## src/rtl/fcvt_result_stage.sv

```systemverilog
// fcvt_result_stage: result stage for float-to-word conversion.
// Saturates the raw converter result using the original operand, derives the
// {NV,DZ,OF,UF,NX} flags, queues results in a fixed 2-entry FIFO toward writeback,
// and accumulates sticky exception flags.
//
// Ports:
//   clk, rst        clock (rising edge), asynchronous active-high reset
//   in_valid/ready  upstream handshake; in_fp operand, in_int raw result, in_rd tag
//   out_valid/ready writeback handshake; out_data/out_rd/out_flags describe FIFO head
//   fflags          sticky accrued flags; fflags_clr clears them
module fcvt_result_stage (
  input  logic        clk,
  input  logic        rst,
  input  logic        in_valid,
  output logic        in_ready,
  input  logic [31:0] in_fp,
  input  logic [31:0] in_int,
  input  logic [4:0]  in_rd,
  output logic        out_valid,
  input  logic        out_ready,
  output logic [31:0] out_data,
  output logic [4:0]  out_rd,
  output logic [4:0]  out_flags,
  output logic [4:0]  fflags,
  input  logic        fflags_clr
);

  localparam logic [4:0] FlagNv = 5'b10000;
  localparam logic [4:0] FlagNx = 5'b00001;

  // Operand classification and result saturation
  logic        sgn;
  logic [7:0]  expo;
  logic [22:0] frac;
  logic        is_nan, pos_ovf, neg_ovf, is_min;
  logic [7:0]  lost_sh;
  logic [22:0] lost_mask;
  logic        inexact;
  logic [31:0] res_data;
  logic [4:0]  res_flags;

  always_comb begin
    sgn     = in_fp[31];
    expo    = in_fp[30:23];
    frac    = in_fp[22:0];
    is_nan  = (expo == 8'd255) && (frac != 23'd0);
    pos_ovf = !sgn && (expo >= 8'd158);
    neg_ovf = sgn && ((expo > 8'd158) || ((expo == 8'd158) && (frac != 23'd0)));
    is_min  = (in_fp == 32'hCF00_0000);
    // Fraction bits below the binary point when 127 <= e < 150: the low 150-e bits.
    lost_sh   = 8'd150 - expo;
    lost_mask = ~(23'h7F_FFFF << lost_sh);
    if (expo < 8'd127) begin
      inexact = (in_fp[30:0] != 31'd0);
    end else if (expo < 8'd150) begin
      inexact = ((frac & lost_mask) != 23'd0);
    end else begin
      inexact = 1'b0;
    end

    res_data  = in_int;
    res_flags = inexact ? FlagNx : 5'b00000;
    if (is_nan || pos_ovf) begin
      res_data  = 32'h7FFF_FFFF;
      res_flags = FlagNv;
    end else if (neg_ovf) begin
      res_data  = 32'h8000_0000;
      res_flags = FlagNv;
    end else if (is_min) begin
      res_data  = 32'h8000_0000;
      res_flags = 5'b00000;
    end
  end

  // 2-entry FIFO
  logic [31:0] data_q  [2];
  logic [4:0]  rd_q    [2];
  logic [4:0]  flags_q [2];
  logic        wr_ptr_q, rd_ptr_q;
  logic [1:0]  count_q, count_d;
  logic [4:0]  fflags_q, fflags_d;
  logic        push, pop;

  assign in_ready  = !rst && (count_q != 2'd2);
  assign out_valid = (count_q != 2'd0);
  assign push      = in_valid && in_ready;
  assign pop       = out_valid && out_ready;

  always_comb begin
    out_data  = out_valid ? data_q[rd_ptr_q]  : 32'd0;
    out_rd    = out_valid ? rd_q[rd_ptr_q]    : 5'd0;
    out_flags = out_valid ? flags_q[rd_ptr_q] : 5'd0;
    count_d   = count_q + {1'b0, push} - {1'b0, pop};
    // A clear coincident with a pop keeps the popped flags.
    fflags_d  = (fflags_clr ? 5'd0 : fflags_q) | (pop ? out_flags : 5'd0);
  end

  assign fflags = fflags_q;

  always_ff @(posedge clk or posedge rst) begin
    if (rst) begin
      data_q[0]  <= 32'd0;
      data_q[1]  <= 32'd0;
      rd_q[0]    <= 5'd0;
      rd_q[1]    <= 5'd0;
      flags_q[0] <= 5'd0;
      flags_q[1] <= 5'd0;
      wr_ptr_q   <= 1'b0;
      rd_ptr_q   <= 1'b0;
      count_q    <= 2'd0;
      fflags_q   <= 5'd0;
    end else begin
      if (push) begin
        data_q[wr_ptr_q]  <= res_data;
        rd_q[wr_ptr_q]    <= in_rd;
        flags_q[wr_ptr_q] <= res_flags;
        wr_ptr_q          <= ~wr_ptr_q;
      end
      if (pop) begin
        rd_ptr_q <= ~rd_ptr_q;
      end
      count_q  <= count_d;
      fflags_q <= fflags_d;
    end
  end

endmodule

```

## config.mk

```make
export PLATFORM = sky130hd
export DESIGN_NAME = fcvt_result_stage
export DESIGN_NICKNAME = d
export VERILOG_FILES = /design/src/rtl/fcvt_result_stage.sv
export SDC_FILE = /design/constraint.sdc
export NUM_CORES = 1
export LEC_CHECK = 0
export CORE_ASPECT_RATIO = 0.6
export CORE_MARGIN = 4
export CORE_UTILIZATION = 30
export DETAILED_ROUTE_END_ITERATION = 12
export GPL_TIMING_DRIVEN = 0
export PLACE_DENSITY = 0.57
export SYNTH_ARGS = -nofsm -noshare
export SYNTH_HDL_FRONTEND = slang
export SYNTH_SLANG_ARGS = --single-unit
export TNS_END_PERCENT = 30
```

## constraint.sdc

```tcl
create_clock -name clk -period 4.05 [get_ports clk]
set_input_delay 1.215 -clock clk [delete_from_list [all_inputs] [get_ports clk]]
set_output_delay 1.215 -clock clk [all_outputs]
set_load 0.01 [all_outputs]
```

Word-level counts from Yosys, hierarchy flattened
Index checks and enable logic that the tools add are counted.
{"block": "word_totals", "reg_bits": 93, "wordCells": 78, "in_bits": 74, "out_inout_bits": 49}
{"block": "op_classes", "mux": 30, "n_addsub": 3, "n_reduce_logical": 16, "n_lt_le_gt_ge": 7, "n_eq_ne": 4, "n_shift": 1, "bitwise_logic": 7}
{"operator": "$mux W32", "n": 8}
{"operator": "$mux W5", "n": 13}
{"operator": "$bwmux W64", "n": 1}
{"operator": "$reduce_bool A23 Y1", "n": 2}
{"operator": "$demux W32 S1", "n": 1}
{"operator": "$eq A32 B32 Y1 const B", "n": 1}
{"operator": "$reduce_bool A31 Y1", "n": 1}
{"operator": "$and A23 B23 Y23", "n": 1}
{"operator": "$not A23 Y23", "n": 1}
{"operator": "$shl A23 B8 Y23 const A", "n": 1}
{"operator": "$bwmux W10", "n": 2}
{"operator": "$eq A8 B8 Y1 const B", "n": 2}
{"operator": "$ge A8 B8 Y1 const B", "n": 1}
{"operator": "$gt A8 B8 Y1 const B", "n": 1}
{"operator": "$logic_and A1 B1 Y1", "n": 8}
{"operator": "$lt A8 B7 Y1 const B", "n": 1}
{"operator": "$lt A8 B8 Y1 const B", "n": 1}
{"operator": "$sub A8 B8 Y8 const A", "n": 1}
{"operator": "$demux W5 S1", "n": 1}
{"operator": "$or A5 B5 Y5", "n": 1}
{"operator": "$ge A2 B2 Y1 const B", "n": 2}
{"operator": "$mux W1", "n": 4}
{"operator": "$not A1 Y2", "n": 2}
{"operator": "$add A2 B1 Y2", "n": 1}
{"operator": "other kinds (7)", "n": 10}

Logic depth before layout (Yosys ltp)
Gate-level depths: netlist of run 1.
{"block": "depth", "ltp_word": 12, "mapped_depth": 12, "ltp_nobuf": 10}

Least setup slack after synthesis of run 1
OpenSTA, ideal clock, no wires.
{"block": "synth_timing", "kind": "input-to-reg", "start": "input port in_fp[23]", "end": "register flags_q[0] in the netlist's numbering", "arrival_ps": 3372, "n_path_buf": 2, "stages": 12, "setup_ps": 137, "path_slack_ps": 541, "t_required_ps": 3913, "cell_sequence": "clkbuf_1 -> inv_1 -> ha_1 -> clkbuf_1 -> o21ai_0 -> o221ai_1 -> a221oi_1 -> o2111ai_1 -> nor4_1 -> nand3_1 -> a41oi_2 -> o31ai_1"}
{"block": "synth_between", "elab_chain_cells": 12, "elab_cells_between_ends": 26, "classes_between": "add/sub: 1; order compare: 4; eq/ne: 3; shift: 1; mux: 7; bitwise: 2; reduce/logical: 8"}
{"element": "start: declaration", "line": "16", "source": "input logic [31:0] in_fp,"}
{"element": "$sub A8 B8 Y8", "line": "51", "source": "lost_sh = 8'd150 - expo;"}
{"element": "$shl A23 B8 Y23", "line": "52", "source": "lost_mask = ~(23'h7F_FFFF << lost_sh);"}
{"element": "$not A23 Y23", "line": "52"}
{"element": "$and A23 B23 Y23", "line": "56", "source": "inexact = ((frac & lost_mask) != 23'd0);"}
{"element": "$reduce_bool A23 Y1", "line": "56"}
{"element": "$mux W1", "line": "55", "source": "end else if (expo < 8'd150) begin"}
{"element": "$mux W1", "line": "53", "source": "if (expo < 8'd127) begin"}
{"element": "$mux W1", "line": "62", "source": "res_flags = inexact ? FlagNx : 5'b00000;"}
{"element": "$mux W1", "line": "69", "source": "end else if (is_min) begin"}
{"element": "$mux W5", "line": "66", "source": "end else if (neg_ovf) begin"}
{"element": "$mux W5 *", "line": "63", "source": "if (is_nan || pos_ovf) begin"}
{"element": "$bwmux W10 *", "line": "116", "source": "flags_q[wr_ptr_q] <= res_flags;"}
{"element": "end signal: indexed assignment", "line": "116"}
{"element": "end: declaration", "line": "78", "source": "logic [4:0] flags_q [2];"}
Mark *: on every way between the ends. The rest lies on a longest branch, timed or not.
A chain may end at the register's enable or synchronous reset.

Worst setup path after layout of run 1
{"block": "layout_timing", "start": "input port rst", "end": "output port in_ready"}
{"block": "layout_between", "elab_chain_cells": 2}
{"element": "start: declaration", "line": "13", "source": "input logic rst,"}
{"element": "$logic_not A1 Y1 (no source line)"}
{"element": "$logic_and A1 B1 Y1", "line": "84", "source": "assign in_ready = !rst && (count_q != 2'd2);"}
{"element": "end: declaration", "line": "15", "source": "output logic in_ready,"}
No other way between the ends.

==> results.tsv, run 1 <==
metric	value	unit
outcome	complete, no violations	
initial antenna violation count	0	
slowest stage cell, crit path	clkdlybuf4s50_1	
DR iter-0 viols	325	
Rows	35	
post-route insts no fill	888	
Leak	2.92	nW
DP Cell Count	873	
Die X	173	um
CP Class	input pin to output pin	
IO Port Bufs	117	
Crit. End Element	output pin	
Hold WC Path Type	flip-flop to flip-flop	
antenna-violating nets left	0	
CTS tree	yes	
drt wl/cell	17.3	um
Final Max Tran Viols	0	
Final Util	42.8	%
Worst-Margin Slew	0.813	ns
Syn Area/Cell	8.90	um^2
pwr dens	675	nW/um^2
Min Clock Period, post-route	3.86	ns
area leader, netlist	dfrtp_1	
pre-CTS setup slack	-0.889	ns
Hold Fails Final Rpt	0	
Max-slew headroom	45.8	%
final setup vio count	0	
GR Overflow Total	0	
Die Y	107	um
drc violations	0	
flops & latches, synth	87	
cell mode on critical path	clkdlybuf4s50_1	
Post-synth EDFFs	0	
ys async rst share	100	%
hold_buf cts	0	
Post-Syn Area	4890	um^2
first-pass GRT wire length	24600	um
FILL cells	1565	
Worst Path Max Fanout	3	
post-DP HPWL	11900	um
Crit. Startpoint	rst	
CP max stage delay	0.61	ns
Worst VDD drop	0.311	mV
Fmax achieved	259	MHz
Yosys cell types	57	
clock skew	0.00562	ns
Yosys warnings	0	
RSZ-0062 raised after global routing	false	
Top Family by Delay on Critical Path	buffers and inverters	
clk slew on worst S/H paths	0.06	ns
I/O Pins	123	
NumNets Final	759	
CTS buffer count	9	
layout cells sized above 1	12.6	%
Synth Instances	550	
Via density	5.11	
vias in the first global route	4532	
Total Routing Usage GR	16.6	%
Sink Count	87	
# diodes	0	
Hold Startpoint	rd_q[8]	
core footprint	15700	um^2
Pre-antenna DRT Iters	5	
vias	4542	
Post-Route WL	15400	um
final worst slack	0.191	ns
clock root cell	clkbuf_16	
ys flop type	dfrtp_1	
reg2reg setup slack	1.91	ns
CP bufs+invs	2	
dominant cells by area after synthesis	dfrtp_1 (44%), mux2i_1 (8.0%), nand2_1 (7.7%), o21ai_1 (6.1%), a21oi_2 (5.4%)	
initial core utilization	31.2	%
Area Growth Syn to Fin	37.0	%
die area	18500	um^2
sequential fraction of the synthesis area	44.5	%
Clock Latency Late Sink	0.34	ns
Crit path required time	2.83	ns
Synth top area share	44.5	%
RD Place Congestion	0.874	
Clock H-tree levels	3	
aggregate negative setup slack	0	ns
crit path DAT	2.64	ns
r2r startpoint	count_q[0]	
largest net degree at the start of global routing	62	
Clock Path Buffers	2	
post-route clock period utilization	95.3	%
crit-path cells	clkdlybuf4s50_1, a21oi_1, clkdlybuf4s50_1	
Max Cap Viol	0	
crit path launch type	input pin	
cell type report:
cell class / count / area [um^2] / share of cell area (%)
Clock buffer: 11 / 243 / 3.62
Multi-Input combinational cell: 412 / 2490 / 37.2
Tap cell: 203 / 254 / 3.79
Timing Repair Buffer: 118 / 1190 / 17.8
Buffer: 40 / 210 / 3.14
Clock inverter: 5 / 81.3 / 1.21
Sequential cell: 87 / 2180 / 32.5
Inverter: 12 / 51.3 / 0.765
routing by layer:
layer  wire length, um  GRT usage, %  vias up  part of all wire, %
met4                90          2.73        0                 0.58
met2              6500          24.0      133                   42
met1              7970          25.6     2229                   52
li1                  -             -     2170                    -
met3               839          3.81       10                  5.4
met5                 0             0        -                    0
cells by family after synthesis:
| kind of cell | synth area share, % |
|---|---|
| AO/OA/AOI/OAI | 20.5 |
| XOR/XNOR | 1.61 |
| adder cells (fa/ha/maj) | 1.28 |
| buffers and inverters | 4.96 |
| flip-flops | 44.5 |
| multiplexers | 9.36 |
| other | 0.0766 |
| AND/OR/NAND/NOR | 17.7 |
state kept, by name (all words and copies together) (netlist names):
register	count
flags_q	4
fflags	5
rd_ptr_q	1
count_q	2
data_q	64
rd_q	10
wr_ptr_q	1
Yosys cell counts (6+ instances only):
cell type  number
buf_1           7
dfrtp_1        87
o21ai_0        15
a21oi_1        13
mux2_2          6
a21oi_2        30
nand2_1       101
inv_1          12
o21ai_1        60
clkbuf_1       22
nand3_1         6
mux2i_1        39
nor2_1         50
worst register-to-register path, delay by kind of cell, from the launching register on:
| family | cells | cell delay, ns |
|---|---|---|
| buf+inv | 3 | 0.63 |
| compound gates | 2 | 0.38 |
| flops | 1 | 0.37 |
| simple gates | 3 | 0.63 |
metrics by stage:
step	hold slack [ns]	instance area, um^2	total power, W
global placement	0.457	6330	0.00358
detailed placement	0.462	6360	0.00364
finish	0.479	6700	0.00452
floorplan	0.445	4900	0.00260
global route	0.497	6700	0.00484
CTS	0.479	6690	0.00456
power by group:
group          internal [W]  switching, W
sequential          0.00126      0.000200
clock              0.000557      0.000342
combinational       0.00105       0.00111
layout by cell type, fill, tap and decap left out, types with 3 or more instances in the layout:
cell type,netlist,final
clkbuf_2,0,3
xnor2_1,5,5
conb_1,1,3
mux2_2,6,6
or2_2,3,3
a21o_1,3,3
nor2b_1,5,5
nand2_1,101,101
inv_1,12,9
ha_1,5,4
nor3_1,5,5
xor2_1,4,3
a21oi_1,13,13
nand4_1,4,4
o21ai_0,15,15
nand3_1,6,6
clkbuf_16,0,9
nor2_1,50,50
buf_2,5,7
buf_6,3,3
buf_4,4,5
a31oi_1,3,3
a21oi_2,30,30
and3_1,5,5
dfrtp_1,87,87
clkbuf_1,22,21
mux2i_1,39,39
clkdlybuf4s50_1,0,116
o21ai_1,60,60
or4_1,3,3
o211ai_1,4,4
final timing paths:
kind,end,depth (start not counted)
worst max-delay path,in_ready,3
worst min-delay path,rd_q[8],2
worst max register to register,flags_q[5],8
worst min register to register,rd_q[8],2
max in group asynchronous,rd_q[3],3
min in group asynchronous,data_q[46],2
timing repair:
| item | in CTS | in global routing |
|---|---|---|
| setup endpoints to repair | 21 | 13 |
| pin swaps | 1 | 3 |
| gates resized for setup | 8 | 9 |
| buffers inserted | 0 | 0 |
Note: power is estimated with default switching activity, not from simulation.
==> run 2: changes to the inputs <==
- CORE_UTILIZATION: 30 -> 50
- PLACE_DENSITY: 0.57 -> 0.85
==> run 2 against run 1 <==
Sequential power is essentially flat. Fmax is 2.1% lower. Count of clock-buffer cells in the layout is 1 lower. Combinational power rose by 2%. Via count is 7.1% higher. Critical path type is now input pin to flip-flop. Critical endpoint is now flags_q[0].
==> results.tsv, run 2 (synthesized netlist as in run 1, its figures left out) <==
metric	value	unit	change
layout cells sized above 1	13.4	%	was 12.6%
Total Routing Usage GR	27.8	%	was 16.6%
clock skew	0.00424	ns	was 0.00562 ns
core footprint	9360	um^2	was 15700 um^2
Rows	27		was 35
final setup vio count	0		unchanged
Die Y	84.6	um	was 107 um
drt wl/cell	19.4	um	was 17.3 um
Crit. End Element	flip-flop		was output pin
Crit path required time	4.25	ns	was 2.83 ns
register area	2180	um^2	unchanged
die area	11500	um^2	was 18500 um^2
Pre-antenna DRT Iters	7		was 5
clk slew on worst S/H paths	0.06	ns	about the same
crit-path cells	clkdlybuf4s50_1, ha_1, clkbuf_4, xor2_2, o221ai_1, a221oi_2, o2111ai_1, nor4_1, nand3_1, a41oi_2, o31ai_1		was clkdlybuf4s50_1, a21oi_1, clkdlybuf4s50_1
Hold Fails Final Rpt	0		unchanged
initial core utilization	52.3	%	was 31.2%
Fmax achieved	254	MHz	was 259 MHz
slowest stage cell, crit path	clkdlybuf4s50_1		unchanged
Top Family by Delay on Critical Path	compound AO/OA/AOI/OAI gates		was buffers and inverters
Largest register FFs	64		unchanged
Clock Path Buffers	2		unchanged
drc violations	0		unchanged
Max Cap Viol	0		unchanged
Worst-Margin Slew	0.818	ns	was 0.813 ns
CTS buffer count	9		unchanged
Max-slew headroom	45.5	%	was 45.8%
clock root cell	clkbuf_16		unchanged
Tot Pwr	0.00459	W	was 0.00452 W
first-pass GRT wire length	25000	um	was 24600 um
CP Class	input pin to flip-flop		was input pin to output pin
RD Place Congestion	0.945		was 0.874
multi-input logic area	2510	um^2	was 2490 um^2
leading cell type in the layout, fill and taps excluded	clkdlybuf4s50_1		unchanged
crit path DAT	4.14	ns	was 2.64 ns
Clock Latency Late Sink	0.34	ns	about the same
largest net degree at the start of global routing	69		was 62
most frequent cells in the layout	clkdlybuf4s50_1 (116), nand2_1 (101), dfrtp_1 (87)		unchanged
Leak	2.94	nW	was 2.92 nW
Final Util	71.2	%	was 42.8%
DR iter-0 viols	430		was 325
Clock H-tree levels	3		unchanged
# diodes	0		unchanged
hold_buf cts	0		unchanged
crit path launch type	input pin		unchanged
initial antenna violation count	0		unchanged
Via density	5.95		was 5.11
Area Growth Syn to Fin	36.1	%	was 37.0%
NumNets Final	762		was 759
Hold WC Path Type	flip-flop to flip-flop		unchanged
Die X	136	um	was 173 um
GR Overflow Total	0		unchanged
Worst VDD drop	0.498	mV	was 0.311 mV
FILL cells	709		was 1565
post-route clock period utilization	97.3	%	was 95.3%
CTS tree	yes		unchanged
pwr dens	689	nW/um^2	was 675 nW/um^2
Min Clock Period, post-route	3.94	ns	was 3.86 ns
vias in the first global route	4874		was 4532
Final Max Tran Viols	0		unchanged
largest reg by FF count	data_q		unchanged
outcome	complete, no violations		unchanged
post-DP HPWL	11800	um	was 11900 um
CP bufs+invs	2		unchanged
antenna-violating nets left	0		unchanged
I/O Pins	123		unchanged
Post-Route WL	15900	um	was 15400 um
IO Port Bufs	117		unchanged
Worst Path Max Fanout	10		was 3
CP max stage delay	0.61	ns	about the same
Sink Count	87		unchanged
vias	4866		was 4542
run 2: worst min-delay path: cells and delay by family (launching register included):
| kind | cells | cell delay (ns) |
|---|---|---|
| simple gates | 2 | 0.11 |
| flops | 1 | 0.34 |
run 2: worst paths after layout:
check                                start         end  cells past startpoint  slack, ns
min in group asynchronous              rst  data_q[48]                      2       1.23
worst max register to register  count_q[0]  data_q[63]                      8       1.88
max in group asynchronous              rst  data_q[36]                      3       2.21
worst min register to register  flags_q[9]  flags_q[9]                      2       0.48
worst min-delay path            flags_q[9]  flags_q[9]                      2       0.48
worst max-delay path             in_fp[24]  flags_q[0]                     11       0.11
run 2: area by class of cell:
class	instances	area share [%]
Multi-Input combinational cell	412	37.7
Sequential cell	87	32.7
Timing Repair Buffer	121	18.3
Clock buffer	10	3.59
Buffer	40	3.19
Tap cell	130	2.44
Clock inverter	6	1.39
Inverter	12	0.714
run 2: what timing repair did:
item | CTS | global route
endpoints found under the setup margin | 21 | 11
endpoints found under the hold margin | 0 | 0
resized for setup | 7 | 14
pin swaps | 0 | 4
setup buffers | 0 | 3
gates cloned | 0 | 0
run 2: stage by stage:
stage	setup slack [ns]	hold WS, ns	std cells	area, um^2	setup TNS (ns)
final	0.109	0.477	818	6660	0
after global routing	-0.0511	0.491	818	6660	-0.0950
after CTS	0.00822	0.477	816	6610	0
after detailed placement	-0.852	0.462	800	6260	-1.69
after global placement	-0.818	0.458	799	6230	-54.61
after floorplan	0.541	0.445	552	4900	0
run 2: where the power goes:
part | internal (W) | switching, W
combinational | 0.00105 | 0.00115
sequential | 0.00126 | 0.000217
clock | 0.000560 | 0.000353
total | 0.00287 | 0.00171
run 2: per-layer routing:
metal	track usage [%]	routed length [um]	vias up
li1	-	-	2191
met1	41.2	7250	2401
met2	40.2	6780	252
met3	8.08	1610	22
met4	6.86	218	0
met5	0	0	-
==> run 3: changes to the inputs <==
- CORE_UTILIZATION: 50 -> 33
- PLACE_DENSITY: 0.85 -> 0.61
==> run 3 against run 2 <==
Sequential power is essentially flat. Clock power shrank 7.3%. Cell area grew 0.24%. Final cell count grew 7.9%. Critical path depth grew 1. Worst setup slack gained 0.065 ns. Flip-flop and latch count is the same. Power shrank 2.8%. Clock skew grew 0.0027 ns. Critical path type unchanged. Largest cell class unchanged. Highest routed layer unchanged.
==> results.tsv, run 3 (synthesized netlist as in run 1, its figures left out) <==
metric	value	unit	change
outcome	complete, no violations		unchanged
# diodes	0		unchanged
Hold Fails Final Rpt	0		unchanged
drt wl/cell	17.4	um	was 19.4 um
Via density	5.19		was 5.95
vias	4585		was 4866
first-pass GRT wire length	24400	um	was 25000 um
CTS buffer count	9		unchanged
Sink Count	87		unchanged
post-DP HPWL	11500	um	was 11800 um
Max-slew headroom	45.9	%	was 45.5%
Die X	165	um	was 136 um
aggregate negative setup slack	0	ns	unchanged
WHS	0.476	ns	was 0.477 ns
layout cells sized above 1	12.1	%	was 13.4%
clk slew on worst S/H paths	0.06	ns	about the same
Worst-Margin Slew	0.811	ns	was 0.818 ns
IO Port Bufs	117		unchanged
initial antenna violation count	0		unchanged
Hold WC Path Type	flip-flop to flip-flop		unchanged
I/O Pins	123		unchanged
vias in the first global route	4595		was 4874
crit-path cells	clkdlybuf4s15_2, clkbuf_4, inv_1, ha_1, o21ai_0, o221ai_1, a221oi_2, o2111ai_1, nor4_1, nand3_1, a41oi_2, o31ai_1		was clkdlybuf4s50_1, ha_1, clkbuf_4, xor2_2, o221ai_1, a221oi_2, o2111ai_1, nor4_1, nand3_1, a41oi_2, o31ai_1
clock root cell	clkbuf_16		unchanged
CTS tree	yes		unchanged
RSZ-0062 raised after global routing	false		
final setup vio count	0		unchanged
Crit path required time	4.24	ns	was 4.25 ns
Min Clock Period, post-route	3.88	ns	was 3.94 ns
Pre-antenna DRT Iters	5		was 7
CP max stage delay	0.48	ns	was 0.61 ns
antenna-violating nets left	0		unchanged
Die Y	102	um	was 84.6 um
worst hold stages	2		unchanged
core footprint	14500	um^2	was 9360 um^2
drc violations	0		unchanged
DR iter-0 viols	344		was 430
slowest stage cell, crit path	ha_1		was clkdlybuf4s50_1
post-route clock period utilization	95.7	%	was 97.3%
NumNets Final	759		was 762
Top Family by Delay on Critical Path	compound AO/OA/AOI/OAI gates		unchanged
Crit. End Element	flip-flop		unchanged
clock skew	0.00692	ns	was 0.00424 ns
CP Depth	12		was 11
Post-CTS Setup Repair Bufs	0		unchanged
hold_buf cts	0		unchanged
die area	16900	um^2	was 11500 um^2
Rows	34		was 27
RD Place Congestion	0.914		was 0.945
largest net degree at the start of global routing	61		was 69
Clock Path Buffers	2		unchanged
Worst Path Max Fanout	10		unchanged
Post-Route WL	15300	um	was 15900 um
Worst VDD drop	0.278	mV	was 0.498 mV
crit path launch type	input pin		unchanged
Clock Latency Late Sink	0.33	ns	was 0.34 ns
Total Routing Usage GR	18.3	%	was 27.8%
Clock H-tree levels	3		unchanged
largest reg by FF count	data_q		unchanged
most frequent cells in the layout	clkdlybuf4s50_1 (116), nand2_1 (101), dfrtp_1 (87)		unchanged
CP bufs+invs	3		was 2
Max Cap Viol	0		unchanged
pwr dens	668	nW/um^2	was 689 nW/um^2
leading cell type in the layout, fill and taps excluded	clkdlybuf4s50_1		unchanged
r2r worst-path depth	8		unchanged
Leak	2.91	nW	was 2.94 nW
CP Class	input pin to flip-flop		unchanged
Largest register FFs	64		unchanged
crit path DAT	4.07	ns	was 4.14 ns
initial core utilization	33.7	%	was 52.3%
Fmax achieved	258	MHz	was 254 MHz
GR Overflow Total	0		unchanged
Final Max Tran Viols	0		unchanged
Area Growth Syn to Fin	36.5	%	was 36.1%
[run 3: area by class of cell]
class,count,area (um^2)
Fill cell,1364,7830
Multi-Input combinational cell,412,2490
Sequential cell,87,2180
Timing Repair Buffer,118,1200
Clock buffer,11,253
Tap cell,198,248
Buffer,40,208
Clock inverter,5,56.3
Inverter,12,47.5
[run 3: path summary, 6_finish.rpt]
check,startpoint,end,slack [ns]
min in group asynchronous,rst,fflags[0],1.27
max in group asynchronous,rst,rd_q[2],2.16
worst max register to register,count_q[0],data_q[34],1.99
worst min-delay path,rd_q[9],rd_q[9],0.48
worst max-delay path,in_fp[23],flags_q[0],0.17
worst min register to register,rd_q[9],rd_q[9],0.48
[run 3: routing by layer]
metal / up-vias / global-route usage (%) / part of all wire (%)
met5: - / 0 / 0
met4: 0 / 3.00 / 0.70
met3: 10 / 4.92 / 7.7
met2: 178 / 26.7 / 42
met1: 2217 / 27.6 / 49
li1: 2180 / - / -
[run 3: per-stage QoR]
stage	setup WS, ns	power [W]	std cells	util (%)	instance area, um^2
2_1_floorplan	0.541	0.00260	552	-	4900
3_3_place_gp	-0.887	0.00356	867	43.6	6320
3_5_place_dp	-0.940	0.00362	868	43.8	6350
4_1_cts	0.110	0.00448	884	46.0	6670
5_1_grt	0.0244	0.00479	883	46.0	6680
6_report	0.175	0.00446	883	46.0	6680
[run 3: worst reg2reg max path, stage by stage, from the launching register on]
cell	delay, ns
dfrtp_1	0.37
inv_1	0.05
a21oi_1	0.24
nand2_1	0.15
or2_2	0.29
clkbuf_1	0.25
clkbuf_1	0.34
nand2_1	0.15
o21ai_1	0.08
[run 3: power breakdown]
group | internal (W) | leakage [nW] | switching, W | total, W
Sequential | 0.00126 | 1.09 | 0.000206 | 0.00147
Clock | 0.000510 | 0.152 | 0.000336 | 0.000846
Combinational | 0.00104 | 1.67 | 0.00110 | 0.00215
[run 3: timing repair]
action | CTS | global route
setup endpoints to repair | 21 | 2
hold endpoints to repair | 0 | 0
resized for setup | 10 | 2
pin swaps | 0 | 0
